==> src/rtl/axis_noc_packetizer.sv <==
// Multi-channel AXI-Stream to NoC injection: packet-granular round-robin arbitration,
// beat-to-flit serialization and credit-based flow control towards the router local port.
module axis_noc_packetizer #(
  parameter int NUM_CHANNELS         = 2,
  parameter int TDATA_WIDTH          = 32,
  parameter int SERIALIZATION_FACTOR = 2,
  parameter int FLIT_WIDTH           = TDATA_WIDTH / SERIALIZATION_FACTOR,
  parameter int TDEST_WIDTH          = 4,
  parameter int TID_WIDTH            = 2,
  parameter int DEST_WIDTH           = TDEST_WIDTH + TID_WIDTH,
  parameter int FLIT_BUFFER_DEPTH    = 2,
  parameter int CREDIT_WIDTH         = $clog2(FLIT_BUFFER_DEPTH + 1),
  localparam int OWNER_WIDTH         = (NUM_CHANNELS > 1) ? $clog2(NUM_CHANNELS) : 1
) (
  input  logic                                      clk_noc,
  input  logic                                      rst_noc,
  input  logic [NUM_CHANNELS-1:0]                   axis_in_tvalid,
  output logic [NUM_CHANNELS-1:0]                   axis_in_tready,
  input  logic [NUM_CHANNELS-1:0][TDATA_WIDTH-1:0]  axis_in_tdata,
  input  logic [NUM_CHANNELS-1:0]                   axis_in_tlast,
  input  logic [NUM_CHANNELS-1:0][TID_WIDTH-1:0]    axis_in_tid,
  input  logic [NUM_CHANNELS-1:0][TDEST_WIDTH-1:0]  axis_in_tdest,
  output logic [FLIT_WIDTH-1:0]                     data_out,
  output logic [DEST_WIDTH-1:0]                     dest_out,
  output logic                                      is_tail_out,
  output logic                                      send_out,
  input  logic                                      credit_in,
  output logic                                      owner_valid,
  output logic [OWNER_WIDTH-1:0]                    owner_id,
  output logic                                      credit_overflow
);

  localparam int IDX_WIDTH = (SERIALIZATION_FACTOR > 1) ? $clog2(SERIALIZATION_FACTOR) : 1;
  localparam logic [IDX_WIDTH-1:0]    LAST_IDX    = IDX_WIDTH'(SERIALIZATION_FACTOR - 1);
  localparam logic [OWNER_WIDTH-1:0]  LAST_CH     = OWNER_WIDTH'(NUM_CHANNELS - 1);
  localparam logic [CREDIT_WIDTH-1:0] MAX_CREDITS = CREDIT_WIDTH'(FLIT_BUFFER_DEPTH);

  typedef enum logic [1:0] {IDLE, LOCKED, DRAIN} state_t;

  state_t                                           state;
  logic [OWNER_WIDTH-1:0]                           rr_ptr;
  logic                                             beat_valid;
  logic [SERIALIZATION_FACTOR-1:0][FLIT_WIDTH-1:0]  beat_data;
  logic                                             beat_last;
  logic [DEST_WIDTH-1:0]                            beat_dest;
  logic [IDX_WIDTH-1:0]                             flit_idx;
  logic [CREDIT_WIDTH-1:0]                          credits;

  logic                   flit_issue;
  logic                   last_flit;
  logic                   beat_done;
  logic                   sel_found;
  logic [OWNER_WIDTH-1:0] sel_ch;
  logic [OWNER_WIDTH-1:0] accept_ch;
  logic [OWNER_WIDTH-1:0] next_rr;
  logic                   accept;
  logic                   accept_last;
  logic [NUM_CHANNELS-1:0] ready_vec;

  assign flit_issue = beat_valid && (credits != '0);
  assign last_flit  = (flit_idx == LAST_IDX);
  assign beat_done  = flit_issue && last_flit;

  // First valid channel at or after the round-robin pointer.
  always_comb begin
    int cand;
    sel_found = 1'b0;
    sel_ch    = '0;
    cand      = 0;
    for (int k = 0; k < NUM_CHANNELS; k++) begin
      cand = (int'(rr_ptr) + k) % NUM_CHANNELS;
      if (!sel_found && axis_in_tvalid[OWNER_WIDTH'(cand)]) begin
        sel_found = 1'b1;
        sel_ch    = OWNER_WIDTH'(cand);
      end
    end
  end

  always_comb begin
    ready_vec = '0;
    unique case (state)
      IDLE:    if (sel_found) ready_vec[sel_ch] = 1'b1;
      LOCKED:  ready_vec[owner_id] = !beat_valid || beat_done;
      default: ready_vec = '0;
    endcase
  end

  assign axis_in_tready = ready_vec;
  assign accept_ch      = (state == IDLE) ? sel_ch : owner_id;
  assign accept         = axis_in_tvalid[accept_ch] && ready_vec[accept_ch];
  assign accept_last    = axis_in_tlast[accept_ch];
  assign next_rr        = (sel_ch == LAST_CH) ? '0 : sel_ch + OWNER_WIDTH'(1);

  // Ownership is held from the first beat until the tail flit has left.
  always_ff @(posedge clk_noc or posedge rst_noc) begin
    if (rst_noc) begin
      state       <= IDLE;
      owner_valid <= 1'b0;
      owner_id    <= '0;
      rr_ptr      <= '0;
    end else begin
      unique case (state)
        IDLE: begin
          if (accept) begin
            owner_id    <= sel_ch;
            owner_valid <= 1'b1;
            rr_ptr      <= next_rr;
            state       <= accept_last ? DRAIN : LOCKED;
          end
        end
        LOCKED: begin
          if (accept && accept_last) state <= DRAIN;
        end
        DRAIN: begin
          if (beat_done && beat_last) begin
            state       <= IDLE;
            owner_valid <= 1'b0;
          end
        end
        default: state <= IDLE;
      endcase
    end
  end

  // A new beat may load on the same edge the previous beat's last flit leaves.
  always_ff @(posedge clk_noc or posedge rst_noc) begin
    if (rst_noc) begin
      beat_valid <= 1'b0;
      beat_data  <= '0;
      beat_last  <= 1'b0;
      beat_dest  <= '0;
      flit_idx   <= '0;
    end else begin
      if (flit_issue) flit_idx <= last_flit ? '0 : flit_idx + IDX_WIDTH'(1);
      if (accept) begin
        beat_valid <= 1'b1;
        beat_data  <= axis_in_tdata[accept_ch];
        beat_last  <= accept_last;
        beat_dest  <= {axis_in_tid[accept_ch], axis_in_tdest[accept_ch]};
      end else if (beat_done) begin
        beat_valid <= 1'b0;
      end
    end
  end

  always_ff @(posedge clk_noc or posedge rst_noc) begin
    if (rst_noc) begin
      send_out    <= 1'b0;
      data_out    <= '0;
      dest_out    <= '0;
      is_tail_out <= 1'b0;
    end else if (flit_issue) begin
      send_out    <= 1'b1;
      data_out    <= beat_data[flit_idx];
      dest_out    <= beat_dest;
      is_tail_out <= last_flit && beat_last;
    end else begin
      send_out    <= 1'b0;
    end
  end

  // A returned credit with the counter already full is a downstream protocol error.
  always_ff @(posedge clk_noc or posedge rst_noc) begin
    if (rst_noc) begin
      credits         <= MAX_CREDITS;
      credit_overflow <= 1'b0;
    end else begin
      unique case ({flit_issue, credit_in})
        2'b10: credits <= credits - CREDIT_WIDTH'(1);
        2'b01: begin
          if (credits == MAX_CREDITS) credit_overflow <= 1'b1;
          else                        credits <= credits + CREDIT_WIDTH'(1);
        end
        default: credits <= credits;
      endcase
    end
  end

endmodule

==> config.mk <==
export PLATFORM = sky130hd
export DESIGN_NAME = axis_noc_packetizer
export DESIGN_NICKNAME = d
export VERILOG_FILES = /design/src/rtl/axis_noc_packetizer.sv
export SDC_FILE = /design/constraint.sdc
export NUM_CORES = 1
export LEC_CHECK = 0
export ABC_AREA = 1
export CAP_MARGIN = 20
export CORE_MARGIN = 2
export CORE_UTILIZATION = 41
export CTS_CLUSTER_SIZE = 12
export DETAILED_ROUTE_END_ITERATION = 16
export PLACE_DENSITY = 0.8
export REMOVE_ABC_BUFFERS = 1
export SYNTH_ARGS = -nofsm -noshare
export SYNTH_HDL_FRONTEND = slang
export SYNTH_SLANG_ARGS = --single-unit
==> constraint.sdc <==
create_clock -name clk_noc -period 2.15 [get_ports clk_noc]
set_input_delay 0.3225 -clock clk_noc [delete_from_list [all_inputs] [get_ports clk_noc]]
set_output_delay 0.3225 -clock clk_noc [all_outputs]
set_load 0.03 [all_outputs]
==> results_dict.tcl <==
set metrics [dict create \
    outcome "completed" \
    cp_slowest_cell "dfstp_2" \
    io_pins 112 \
    drtPass1Iterations 4 \
    synth_top_cell_by_area "dfrtp_1" \
    cp_data_arrival_time_ns 1.69 \
    rsz0062_at_grt "false" \
    cts_hold_buf 0 \
    wl_per_cell_um 13.52 \
    finalHoldWorstSlack_ns 0.3180 \
    clk-insertion-delay-late_ns 0.33 \
    cts.sinks 73 \
    grt_use_met3_pct 3.933 \
    gp_congestion 0.7665 \
    final_area_um2 4753 \
    chipWidth_um 93.95 \
    diodes 0 \
    grt_use_met2_pct 34.23 \
    synth.most_common_cell "nand2_1" \
    slowest_delay_ns 0.56 \
    synth_edf_count 0 \
    synth_warnings 0 \
    cts_tree "yes" \
    ys_seq_area_share_pct 55.11 \
    path_clk_slew_ns 0.07 \
    r2r_slack_ns 0.30 \
    ctsHtreeMaxLevel 3 \
    min_path_type "input pin to asynchronous set/reset pin" \
    overflow 0 \
    drt-initial-drc-count 123 \
    clock-skew-final_ns 0.01002 \
    leakagePower_nw 2.235 \
    core-area_um2 7767 \
    max_clock_freq_mhz 496.0 \
    synth.distinct_cells 26 \
    dp.cells 607 \
    die-height_um 93.95 \
    post-route-drc-count 0 \
    port_buffers 111 \
    synthFlopType "dfrtp_1" \
    cap_violations 0 \
    r2r_end "beat_data[8]" \
    post_synth.cell_area_avg_um2 8.190 \
    r2r_cells 10 \
    finalHoldViolations 0 \
    grt_most_used_layer "met2" \
    cp.required_ns 1.83 \
    setup_viol 0 \
    ys_ff_latch 73 \
    wl_um 8422 \
    critPathTopFamily "flip-flops" \
    syn_to_final_growth_pct 43.30 \
    irDropWorstVdd_mv 0.2428 \
    num_rows 32 \
    drive_above_1_share_pct 7.102 \
    start_util_pct 42.70 \
    postCtsSetupBuffers 0 \
    vias_per_cell 5.011 \
    synth.cell_area_um2 3317 \
    crit_path_cell_trace "nor2_2 -> o21bai_2 -> nand2_1 -> nand2_1 -> dlygate4sd2_1" \
    crit_top_cell "nand2_1" \
    tightest_slew_ns 0.4624 \
    grt_pass1_vias 3012 \
    cts-root-buf "clkbuf_8" \
    cp.buffers_inverters 1 \
    cts_resized 2 \
    grt_max_degree 45 \
    worstPathMaxFanout 3 \
    layout.cells.non_filler 623 \
    period_share_pct 93.78 \
    synthTopCellsByCount "162 x nand2_1, 72 x dfrtp_1, 45 x nor2_1" \
    power_density_nw_per_um2 599.7 \
    start_kind "flop" \
    period_minus_slack_ns 2.016 \
    grt_pass1_wl_um 13910 \
    endpoint_kind "output pin" \
    grtUsageMet1_pct 26.10 \
    rr_startpoint "state[0]" \
    finalMaxSlewViolations 0 \
    syn_inst 405 \
    numCtsBuffers 9 \
    nNetsFinal 599 \
    vias 3122 \
    fin_util_pct 61.20 \
    crit_type "flop to output pin" \
    grt_usage_pct 20.13 \
    async_flop_share_pct 100.0 \
    dpl_cell_area_um2 4567 \
    antenna_left 0 \
    synth_top_area_share_pct 54.32 \
    die_area_um2 8826 \
    synthTopCellsByArea "dfrtp_1 54%, nand2_1 18%, a31oi_1 7.2%" \
    clk_path_buf_depth 2 \
    antenna_found_initial 0 \
    slew_headroom_pct 69.14 \
    hpwlAfterDp_um 5937 \
    fillers 705 \
]
-- metal layers --
metal | share of wire, % | up-vias
met5 | 0 | -
met4 | 1.2 | 0
met3 | 5.5 | 11
met2 | 49 | 102
met1 | 44 | 1467
li1 | - | 1542
-- cells in the final DEF (no fill, tap or decap), drive strengths merged --
cell / Yosys / layout
clkinv: 0 / 3
nand3: 35 / 35
a31o: 1 / 1
clkdlybuf4s50: 0 / 109
inv: 14 / 13
dfrtp: 72 / 72
nor2: 49 / 49
buf: 16 / 11
a31oi: 38 / 38
a21oi: 1 / 1
xor2: 1 / 1
o21ai: 4 / 4
bufinv: 0 / 1
nand4: 1 / 1
dlygate4sd2: 0 / 2
nand2: 163 / 163
nor3: 1 / 1
dfstp: 1 / 1
o21bai: 1 / 1
clkbuf: 6 / 13
o221ai: 1 / 1
-- how the worst max path moves through the flow --
stage	start	to	slack [ns]	depth (start not counted)
2_1_floorplan	owner_id	state[0]	-0.99	7
3_3_place_gp	axis_in_tvalid[0]	axis_in_tready[0]	0.03	6
3_5_place_dp	axis_in_tvalid[0]	axis_in_tready[0]	0.03	6
4_1_cts	credits[1]	axis_in_tready[1]	0.11	5
5_1_grt	credits[1]	axis_in_tready[1]	0.04	5
6_report	credits[1]	axis_in_tready[1]	0.13	5
-- flip-flops by register name (all words and copies together), names as in the netlist, 2 cells and up --
| name | cells |
|---|---|
| data_out | 16 |
| credits | 2 |
| beat_data | 32 |
| state | 2 |
| dest_out | 6 |
| beat_dest | 6 |
-- cell type report --
cell class | count | area [um^2] | share of cell area (%)
sequential | 73 | 1828 | 38.46
inverter | 14 | 53.80 | 1.132
tap | 102 | 127.6 | 2.685
multi-input combinational | 296 | 1326 | 27.90
clock buffer | 13 | 148.9 | 3.132
timing repair buffer | 122 | 1229 | 25.85
clock inverter | 3 | 40.04 | 0.8423
-- cell families after synthesis --
logic type,count (synthesis),share of synthesized area (%)
buf+inv,36,5.243
simple gates,249,30.59
xor+xnor,1,0.2641
flops,73,55.11
compound gates,46,8.789
-- per-stage QoR --
stage          TNS, ns  power (mW)  setup WS, ns
2_1_floorplan   -43.77       1.608       -0.9947
3_3_place_gp         0       1.828       0.03272
3_5_place_dp         0       1.841       0.02874
4_1_cts              0       2.879        0.1127
5_1_grt              0       2.975       0.04103
6_report             0       2.850        0.1337
-- where the power goes --
group          internal, mW  switching [mW]  total (mW)
registers              1.41          0.0328        1.44
clock network         0.566           0.472        1.04
logic                 0.190           0.180       0.369
Note: power is estimated with default switching activity, not from simulation.
